[config.mk]
export PLATFORM = sky130hd
export DESIGN_NAME = ahb_arbiter
export DESIGN_NICKNAME = d
export VERILOG_FILES = /design/src/rtl/ahb_pkg.sv /design/src/rtl/ahb_rr_pick.sv /design/src/rtl/ahb_arbiter.sv
export SDC_FILE = /design/constraint.sdc
export NUM_CORES = 1
export LEC_CHECK = 0
export CORE_ASPECT_RATIO = 0.7
export CORE_MARGIN = 5
export CORE_UTILIZATION = 44
export CTS_BUF_LIST = sky130_fd_sc_hd__clkbuf_8
export CTS_CLUSTER_DIAMETER = 100
export CTS_CLUSTER_SIZE = 30
export DETAILED_ROUTE_END_ITERATION = 7
export GPL_TIMING_DRIVEN = 0
export HOLD_SLACK_MARGIN = 0.06
export PLACE_DENSITY = 0.81
export SETUP_SLACK_MARGIN = 0.15
export SYNTH_ARGS = -nofsm -noshare
export SYNTH_HDL_FRONTEND = slang
export SYNTH_SLANG_ARGS = --single-unit
[constraint.sdc]
create_clock -name HCLK -period 1.8 [get_ports HCLK]
set_input_delay 0.36 -clock HCLK [delete_from_list [all_inputs] [get_ports HCLK]]
set_output_delay 0.36 -clock HCLK [all_outputs]
set_load 0.01 [all_outputs]
[src/rtl/ahb_pkg.sv]
// AHB protocol encodings shared by the arbiter and its helpers.
package ahb_pkg;

  localparam logic [1:0] HTRANS_IDLE   = 2'd0;
  localparam logic [1:0] HTRANS_BUSY   = 2'd1;
  localparam logic [1:0] HTRANS_NONSEQ = 2'd2;
  localparam logic [1:0] HTRANS_SEQ    = 2'd3;

  localparam logic [1:0] HRESP_OKAY  = 2'd0;
  localparam logic [1:0] HRESP_ERROR = 2'd1;
  localparam logic [1:0] HRESP_RETRY = 2'd2;
  localparam logic [1:0] HRESP_SPLIT = 2'd3;

  localparam logic [2:0] HBURST_SINGLE = 3'd0;
  localparam logic [2:0] HBURST_INCR   = 3'd1;
  localparam logic [2:0] HBURST_WRAP4  = 3'd2;
  localparam logic [2:0] HBURST_INCR4  = 3'd3;
  localparam logic [2:0] HBURST_WRAP8  = 3'd4;
  localparam logic [2:0] HBURST_INCR8  = 3'd5;
  localparam logic [2:0] HBURST_WRAP16 = 3'd6;
  localparam logic [2:0] HBURST_INCR16 = 3'd7;

  localparam int BEAT_W = 5;

  // Number of address phases in a burst; undefined-length bursts count as one
  // because they may be broken at any beat.
  function automatic logic [BEAT_W-1:0] burst_len(input logic [2:0] hburst);
    case (hburst)
      HBURST_WRAP4,  HBURST_INCR4:  burst_len = 5'd4;
      HBURST_WRAP8,  HBURST_INCR8:  burst_len = 5'd8;
      HBURST_WRAP16, HBURST_INCR16: burst_len = 5'd16;
      default:                      burst_len = 5'd1;
    endcase
  endfunction

endpackage

[src/rtl/ahb_rr_pick.sv]
// Rotating priority encoder: first set request strictly after ptr_i, with wrap.
// The pointer slot itself is scanned last, so a lone requester can be re-picked.
module ahb_rr_pick #(
  parameter  int NUM_MASTERS = 4,
  localparam int IW          = $clog2(NUM_MASTERS)
) (
  input  logic [NUM_MASTERS-1:0] req_i,
  input  logic [IW-1:0]          ptr_i,
  output logic                   valid_o,
  output logic [IW-1:0]          idx_o
);

  // Walk offsets from farthest to nearest so the nearest requester wins.
  always_comb begin
    valid_o = |req_i;
    idx_o   = '0;
    for (int off = NUM_MASTERS; off >= 1; off--) begin
      int unsigned slot;
      slot = (int'(ptr_i) + off) % NUM_MASTERS;
      if (req_i[IW'(slot)]) idx_o = IW'(slot);
    end
  end

endmodule

[src/rtl/ahb_arbiter.sv]
// AHB bus arbiter: round-robin grant, fixed bursts kept whole except on
// ERROR/RETRY/SPLIT, locked sequences honoured. Owner (HMASTER) trails the
// grant by one accepted cycle.
module ahb_arbiter #(
  parameter int NUM_MASTERS    = 4,
  parameter int MW             = 2,
  parameter int DEFAULT_MASTER = 0
) (
  input  logic                   HCLK,
  input  logic                   HRESETn,
  input  logic [NUM_MASTERS-1:0] HBUSREQ,
  input  logic [NUM_MASTERS-1:0] HLOCK,
  input  logic [1:0]             HTRANS,
  input  logic [2:0]             HBURST,
  input  logic                   HREADY,
  input  logic [1:0]             HRESP,
  output logic [NUM_MASTERS-1:0] HGRANT,
  output logic [MW-1:0]          HMASTER,
  output logic                   HMASTLOCK
);
  import ahb_pkg::*;

  localparam int                     IW      = $clog2(NUM_MASTERS);
  localparam logic [MW-1:0]          DEF_IDX = MW'(DEFAULT_MASTER);
  localparam logic [NUM_MASTERS-1:0] DEF_GNT = NUM_MASTERS'(1) << DEFAULT_MASTER;

  logic [MW-1:0]          gnt_idx_q,    gnt_idx_d;
  logic [MW-1:0]          rr_ptr_q,     rr_ptr_d;
  logic [NUM_MASTERS-1:0] hgrant_q,     hgrant_d;
  logic [MW-1:0]          hmaster_q,    hmaster_d;
  logic                   hmastlock_q,  hmastlock_d;
  logic [BEAT_W-1:0]      beats_left_q, beats_left_d;

  logic          resp_err, err_first, burst_busy, lock_hold, arb_point;
  logic          pick_valid;
  logic [IW-1:0] pick_idx;

  // SPLIT is handled exactly like RETRY; the first response cycle has HREADY low.
  assign resp_err  = (HRESP == HRESP_ERROR) || (HRESP == HRESP_RETRY) ||
                     (HRESP == HRESP_SPLIT);
  assign err_first = !HREADY && resp_err;

  // With one beat left the grant may move while that last SEQ is accepted;
  // a BUSY (or anything else) on the last beat still holds it.
  assign burst_busy = (beats_left_q > 5'd1) ||
                      ((beats_left_q == 5'd1) && (HTRANS != HTRANS_SEQ));

  // Registered lock keeps the grant one transfer past HLOCK dropping.
  assign lock_hold = HLOCK[gnt_idx_q[IW-1:0]] || hmastlock_q;

  assign arb_point = !lock_hold && ((HREADY && !burst_busy) || err_first);

  ahb_rr_pick #(.NUM_MASTERS(NUM_MASTERS)) u_pick (
    .req_i   (HBUSREQ),
    .ptr_i   (rr_ptr_q[IW-1:0]),
    .valid_o (pick_valid),
    .idx_o   (pick_idx)
  );

  // Beat tracking: error response wins over any load/decrement.
  always_comb begin
    beats_left_d = beats_left_q;
    if (err_first)
      beats_left_d = '0;
    else if (HREADY && (HTRANS == HTRANS_NONSEQ))
      beats_left_d = burst_len(HBURST) - 5'd1;
    else if (HREADY && (HTRANS == HTRANS_SEQ) && (beats_left_q != '0))
      beats_left_d = beats_left_q - 5'd1;
  end

  // Grant selection; idle bus parks on the default master without moving rr.
  always_comb begin
    gnt_idx_d = gnt_idx_q;
    rr_ptr_d  = rr_ptr_q;
    if (arb_point) begin
      if (pick_valid) begin
        gnt_idx_d = MW'(pick_idx);
        rr_ptr_d  = MW'(pick_idx);
      end else begin
        gnt_idx_d = DEF_IDX;
      end
    end
    hgrant_d = '0;
    hgrant_d[gnt_idx_d[IW-1:0]] = 1'b1;
  end

  // Ownership advances only on accepted cycles.
  always_comb begin
    hmaster_d   = hmaster_q;
    hmastlock_d = hmastlock_q;
    if (HREADY) begin
      hmaster_d   = gnt_idx_q;
      hmastlock_d = HLOCK[gnt_idx_q[IW-1:0]];
    end
  end

  // State registers, asynchronously reset to the default owner.
  always_ff @(posedge HCLK or negedge HRESETn) begin
    if (!HRESETn) begin
      gnt_idx_q    <= DEF_IDX;
      rr_ptr_q     <= DEF_IDX;
      hgrant_q     <= DEF_GNT;
      hmaster_q    <= DEF_IDX;
      hmastlock_q  <= 1'b0;
      beats_left_q <= '0;
    end else begin
      gnt_idx_q    <= gnt_idx_d;
      rr_ptr_q     <= rr_ptr_d;
      hgrant_q     <= hgrant_d;
      hmaster_q    <= hmaster_d;
      hmastlock_q  <= hmastlock_d;
      beats_left_q <= beats_left_d;
    end
  end

  assign HGRANT    = hgrant_q;
  assign HMASTER   = hmaster_q;
  assign HMASTLOCK = hmastlock_q;

endmodule

Word level (Yosys, flattened, before mapping) --
Cells that the tools add are included.
Operators by class: equal/unequal tests 13, reductions and logical operators 23, add/subtract/negate cells 6, mux-type cells 24, magnitude comparators 8
Operators by type and width (count):
- 2-to-1 mux 5 bit | 5
- less-than comparator 2 x 3 -> 1 bit (second input constant) | 6
- one-hot mux 5 bit (3 select lines) | 1
- == test 3 bit (second input constant) | 4
- 2-to-1 mux 2 bit | 6
- binary-select mux 1 bit (select 2 bit) | 5
- subtractor 5 x 1 -> 5 bit (second input constant) | 2
- == test 2 bit (second input constant) | 4
- logical AND 1 bit | 8
- == test 3 x 2 -> 1 bit (second input constant) | 2
- 2-to-1 mux 1 bit | 6
- OR reduction 2 bit | 3
- == test 5 x 1 -> 1 bit (second input constant) | 1
- > comparator 5 x 1 -> 1 bit (second input constant) | 1
- logical OR 1 bit | 5
- nonzero test 5 bit | 1
- adder 2 x 1 -> 2 bit (second input constant) | 2
- adder 2 bit (second input constant) | 2
- OR reduction 4 bit | 1
- logical NOT 1 bit | 3
- nonzero test 3 bit | 1
- demux 1 bit (select 2 bit) | 1
- == test 2 x 1 -> 1 bit (second input constant) | 1
- >= comparator 2 x 1 -> 1 bit (second input constant) | 1
- 2 further kinds | 2
Storage, ports and cells: output and inout bits 7, flip-flop bits (word level) 16

Depth between registers and ports, before layout --
word-level depth 13, mapped depth 8

Modules after synthesis --
A second synthesis with hierarchy kept.
Unflattened totals: cells, all modules 96, area total of the unflattened synthesis 977.2 µm²
Modules (own cells, without submodules):
- ahb_arbiter | instances 1, cells an instance 82, area each 885.8 µm²
- ahb_rr_pick | instances 1, cells an instance 14, area each 91.3 µm²

Worst setup path before layout --
OpenSTA, ideal clock, no wires.
kind register to register, from register beats_left_q[4], to register gnt_idx_q[0], slack 139 ps, stages on the path, launching flop included 6, required time 1682 ps, arrival time 1543 ps, cell sequence dfrtp_1 or4b_1 a211oi_2 o21ai_2 buf_4 a21o_1
On the way: longest elaborated chain between the ends 8, elaborated cells on any way between the ends 9, classes of those cells order compare (1); eq/ne (1); mux (1); reduce/logical (6)
RTL lines:
- from (decl) | line ahb_arbiter.sv:32 | logic [BEAT_W-1:0] beats_left_q, beats_left_d;
- from (signal assigned) | line ahb_arbiter.sv:112 | beats_left_q <= beats_left_d;
- parallel branches: the longest is 2 deep, another holds > comparator 5 x 1 -> 1 bit
- logical OR 1 bit (*) | line ahb_arbiter.sv:45 | assign burst_busy = (beats_left_q > 5'd1) ||
- logical NOT 1 bit (*) | line ahb_arbiter.sv:51 | assign arb_point = !lock_hold && ((HREADY && !burst_busy) || err_first);
- logical AND 1 bit (*) | line ahb_arbiter.sv:51
- logical OR 1 bit (*) | line ahb_arbiter.sv:51
- logical AND 1 bit (*) | line ahb_arbiter.sv:51
- 2-to-1 mux 2 bit (*) | line ahb_arbiter.sv:75 | if (arb_point) begin
- named net gnt_idx_d[0] | line ahb_arbiter.sv:27 | logic [MW-1:0] gnt_idx_q, gnt_idx_d;
- to (signal assigned) | line ahb_arbiter.sv:107 | gnt_idx_q <= gnt_idx_d;
- to (decl) | line ahb_arbiter.sv:27
Mark *: on every way through the listed nets, which the timed path passes. A chain may end at the register's enable or synchronous reset.

Worst setup path in the final report --
from input port HLOCK[3], to register rr_ptr_q[0]
On the way: longest elaborated chain between the ends 6
RTL lines:
- from (decl) | line ahb_arbiter.sv:12 | input logic [NUM_MASTERS-1:0] HLOCK,
- binary-select mux 1 bit (select 2 bit) | line ahb_arbiter.sv:49 | assign lock_hold = HLOCK[gnt_idx_q[IW-1:0]] || hmastlock_q;
- 2-to-1 mux 1 bit (not written as such) | line ahb_arbiter.sv:49
- logical OR 1 bit | line ahb_arbiter.sv:49
- logical NOT 1 bit | line ahb_arbiter.sv:51
- logical AND 1 bit | line ahb_arbiter.sv:51
- AND reduction 2 bit (no source line)
- to (signal assigned) | line ahb_arbiter.sv:108 | rr_ptr_q <= rr_ptr_d;
- to (decl) | line ahb_arbiter.sv:28 | logic [MW-1:0] rr_ptr_q, rr_ptr_d;
Every way passes these cells. The select of a mux whose other input is x is not followed.

==> summary.md <==
| Metric | Value |
|---|---|
| TritonCTS Buffers | 3 |
| Critical Path RT | 1940 ps |
| Area of the core | 1940 µm² |
| Initial antenna violation count | 0 |
| Worst-path cell chain | clkdlybuf4s50_1 -> mux4_2 -> nor2_4 -> o21ai_4 -> a21o_1 -> a21o_1 |
| Fin worst setup slack | 107 ps |
| CP max-delay cell | mux4_2 |
| RSZ-0062 raised after global routing | true |
| Final Cell Area | 1400 µm² |
| Setup Crit Path Kind | input pin to register |
| CP Data Arrival Time | 1830 ps |
| Path depth of the worst reg2reg path | 5 |
| Fin nets | 153 |
| H-tree levels | 1 |
| Pre-CTS WS | -463 ps |
| CP Launch Type | input pin |
| Worst reg-to-reg setup slack | 110 ps |
| Layout Utilization | 72.2% |
| Slew @ Worst Pin | 722 ps |
| End of the worst register-to-register path | rr_ptr_q[0] |
| Status | finished, final reports clean |
| Pin count of the biggest net entering global routing | 17 |
| Tot Pwr | 0.00194 W |
| Most frequent cells in the layout | clkdlybuf4s50_1 (20), dfrtp_1 (14), nand2_1 (11), buf_4 (8), nor2_1 (7) |
| DR pass1 iterations | 4 |
| PortBufs | 23 |
| Cell Pwr Density | 1390 nW/µm² |
| CTS tree | built |
| Max clock buf depth | 2 |
| Routed wire per std cell | 17.2 µm |
| Residual DRC | 0 |
| Worst slew margin | 51.7% |
| First-pass GRT wire length | 4.04 mm |
| Distinct cells, synth | 35 |
| Clock root cell | clkbuf_8 |
| Final Hold Vio Count | 0 |
| GRT overflow | 0 |
| Detail Route Antenna Nets | 0 |
| Die height | 48.4 µm |
| Placed cell count | 140 |
| Sequential-to-total area share from yosys stat | 43.4% |
| Boundary pin count | 25 |
| Initial DRC count | 20 |
| Clock Latency Late Sink | 260 ps |
| Routability cong. | 0.845 |
| Area Growth Syn to Fin | 50.9% |
| Initial Util | 47.8% |
| Crit-path max cell delay | 510 ps |
| Leakage | 0.607 nW |
| Post-Syn Area | 926 µm² |
| Reg2reg start | beats_left_q[2] |
| Final period util | 94.0% |
| Most common cell after layout, fill and taps aside | clkdlybuf4s50_1 |
| Sink Count | 16 |
| Layout cell share with drive strength beyond 1 | 31.3% |
| Highest fanout seen on the critical path | 6 |
| Min cycle time layout | 1690 ps |
| Synthesized flop and latch total | 16 |
| Worst vdd ir | 0.000677 V |
| DP Area | 1180 µm² |
| Synth Instances | 95 |
| Post-DP HPWL | 1.63 mm |
| Yosys warns | 0 |
| Final cell count without fillers | 153 |
| Diode count | 0 |
| Max_cap viols | 0 |
| Site Rows | 13 |
| Max Clk Rate | 591 MHz |
| Hold WC Path Type | input pin to async pin |
| Clock-pin slew on the worst setup and hold paths | 70 ps |
| Vias | 887 |
| Vias in the first global route | 872 |
| Worst Clk Skew | 8.08 ps |
| Final setup viols | 0 |
| Syn nets | 116 |
| Die area | 3140 µm² |
| Final Max Slew Viols | 0 |
| Worst setup EP type | register |
| Die Span X | 64.8 µm |
| All-Layer GR Usage | 16.4% |
| Post-CTS Hold Buffers | 0 |
| Total length of routed wires | 2.63 mm |
| Cell family contributing the most delay on the critical path | multiplexers |
| Vias per inst | 5.80 |
| Most frequent CP cell | a21o_1 |
| Buf/Inv on CP | 1 |
| Syn Area/Cell | 9.75 µm² |
-- flip-flops by register name, summed over array words and instances, names as in the netlist --
name and flops:
beats_left_q 5, rr_ptr_q 2, HGRANT 4, HMASTER 2
gnt_idx_q 2, HMASTLOCK 1
-- routing by layer --
metal | up-vias | share of wire [%] | track usage [%]
met2 | 29 | 49 | 27.0
met3 | 8 | 4.8 | 4.15
met1 | 433 | 43 | 20.5
met5 | - | 0 | 0
li1 | 417 | - | -
met4 | 0 | 2.9 | 6.67
-- synthesized netlist by cell type (all sizes together) --
cell type / number / area [µm²]
mux4: 1 / 22.5
dfrtp: 15 / 375
or4b: 1 / 10.0
and3b: 1 / 8.76
o21bai: 1 / 7.51
nand3: 2 / 10.0
buf: 1 / 7.51
nand2: 11 / 41.3
nor3: 3 / 15.0
a21o: 3 / 22.5
o221ai: 1 / 8.76
o21ai: 6 / 33.8
o31ai: 4 / 30.0
a211oi: 1 / 12.5
nor2b: 3 / 18.8
nand2b: 2 / 12.5
xor2: 2 / 17.5
or2: 2 / 12.5
nor2: 10 / 37.5
dfstp: 1 / 26.3
a41oi: 1 / 8.76
ha: 3 / 37.5
o21ba: 2 / 20.0
mux2i: 1 / 10.0
o2bb2ai: 1 / 8.76
or3: 1 / 6.26
nor4b: 1 / 8.76
nand3b: 2 / 15.0
inv: 2 / 7.51
a21oi: 5 / 25.0
and3: 1 / 6.26
o21a: 1 / 7.51
mux2: 3 / 33.8
-- worst reg2reg max path: stages (launching register included) --
cell and delay (ps):
dfrtp_1 390, or4b_4 550, a211oi_4 200, o21ai_4 120, a21o_1 180, a21o_1 150
-- through the flow --
step           hold slack (ps)  setup TNS, ps
4_1_cts                    526              0
5_1_grt                    575              0
6_report                   534              0
3_3_place_gp               495          -3910
3_5_place_dp               509          -3970
2_1_floorplan             64.4              0
-- cell families (layout without fill, tap and decap cells) --
kind of cell	after synthesis	after routing	share of synthesized area (%)
flops	16	16	43.4
mux	5	5	7.16
xor+xnor	2	2	1.89
fa+ha+maj	3	3	4.05
simple gates	40	40	21.9
buf+inv	3	39	1.62
compound gates	26	26	20.0
-- power breakdown --
part / switching [W] / internal (W) / total, W
Sequential: 0.000136 / 0.000515 / 0.000652
Combinational: 0.000438 / 0.000531 / 0.000970
Clock: 0.000128 / 0.000194 / 0.000322
-- how the worst max path moves through the flow --
stage	startpoint	endpoint	slack [ps]	depth (start not counted)
after floorplan	beats_left_q[4]	gnt_idx_q[0]	190	5
after global placement	HREADY	rr_ptr_q[0]	-440	6
after detailed placement	HREADY	HGRANT[2]	-460	7
after CTS	beats_left_q[2]	HGRANT[2]	80	6
after global routing	beats_left_q[2]	HGRANT[2]	20	6
final	HLOCK[3]	rr_ptr_q[0]	110	6
-- area by class of cell --
type                    count  area [µm²]
flip-flops and latches     16         403
inverters                   2        7.51
well taps                  22        27.5
multi-input cells          76         589
clock buffers               4        55.1
fillers                   130         538
plain buffers               1        11.3
repair buffers             32         304
-- timing repair --
item	in CTS	in global routing
setup endpoints to repair	13	13
pin swaps	4	5
gates cloned	0	1
resized for setup	9	20
buffers inserted	6	2
No activity file was read; power rests on OpenSTA's default activity.
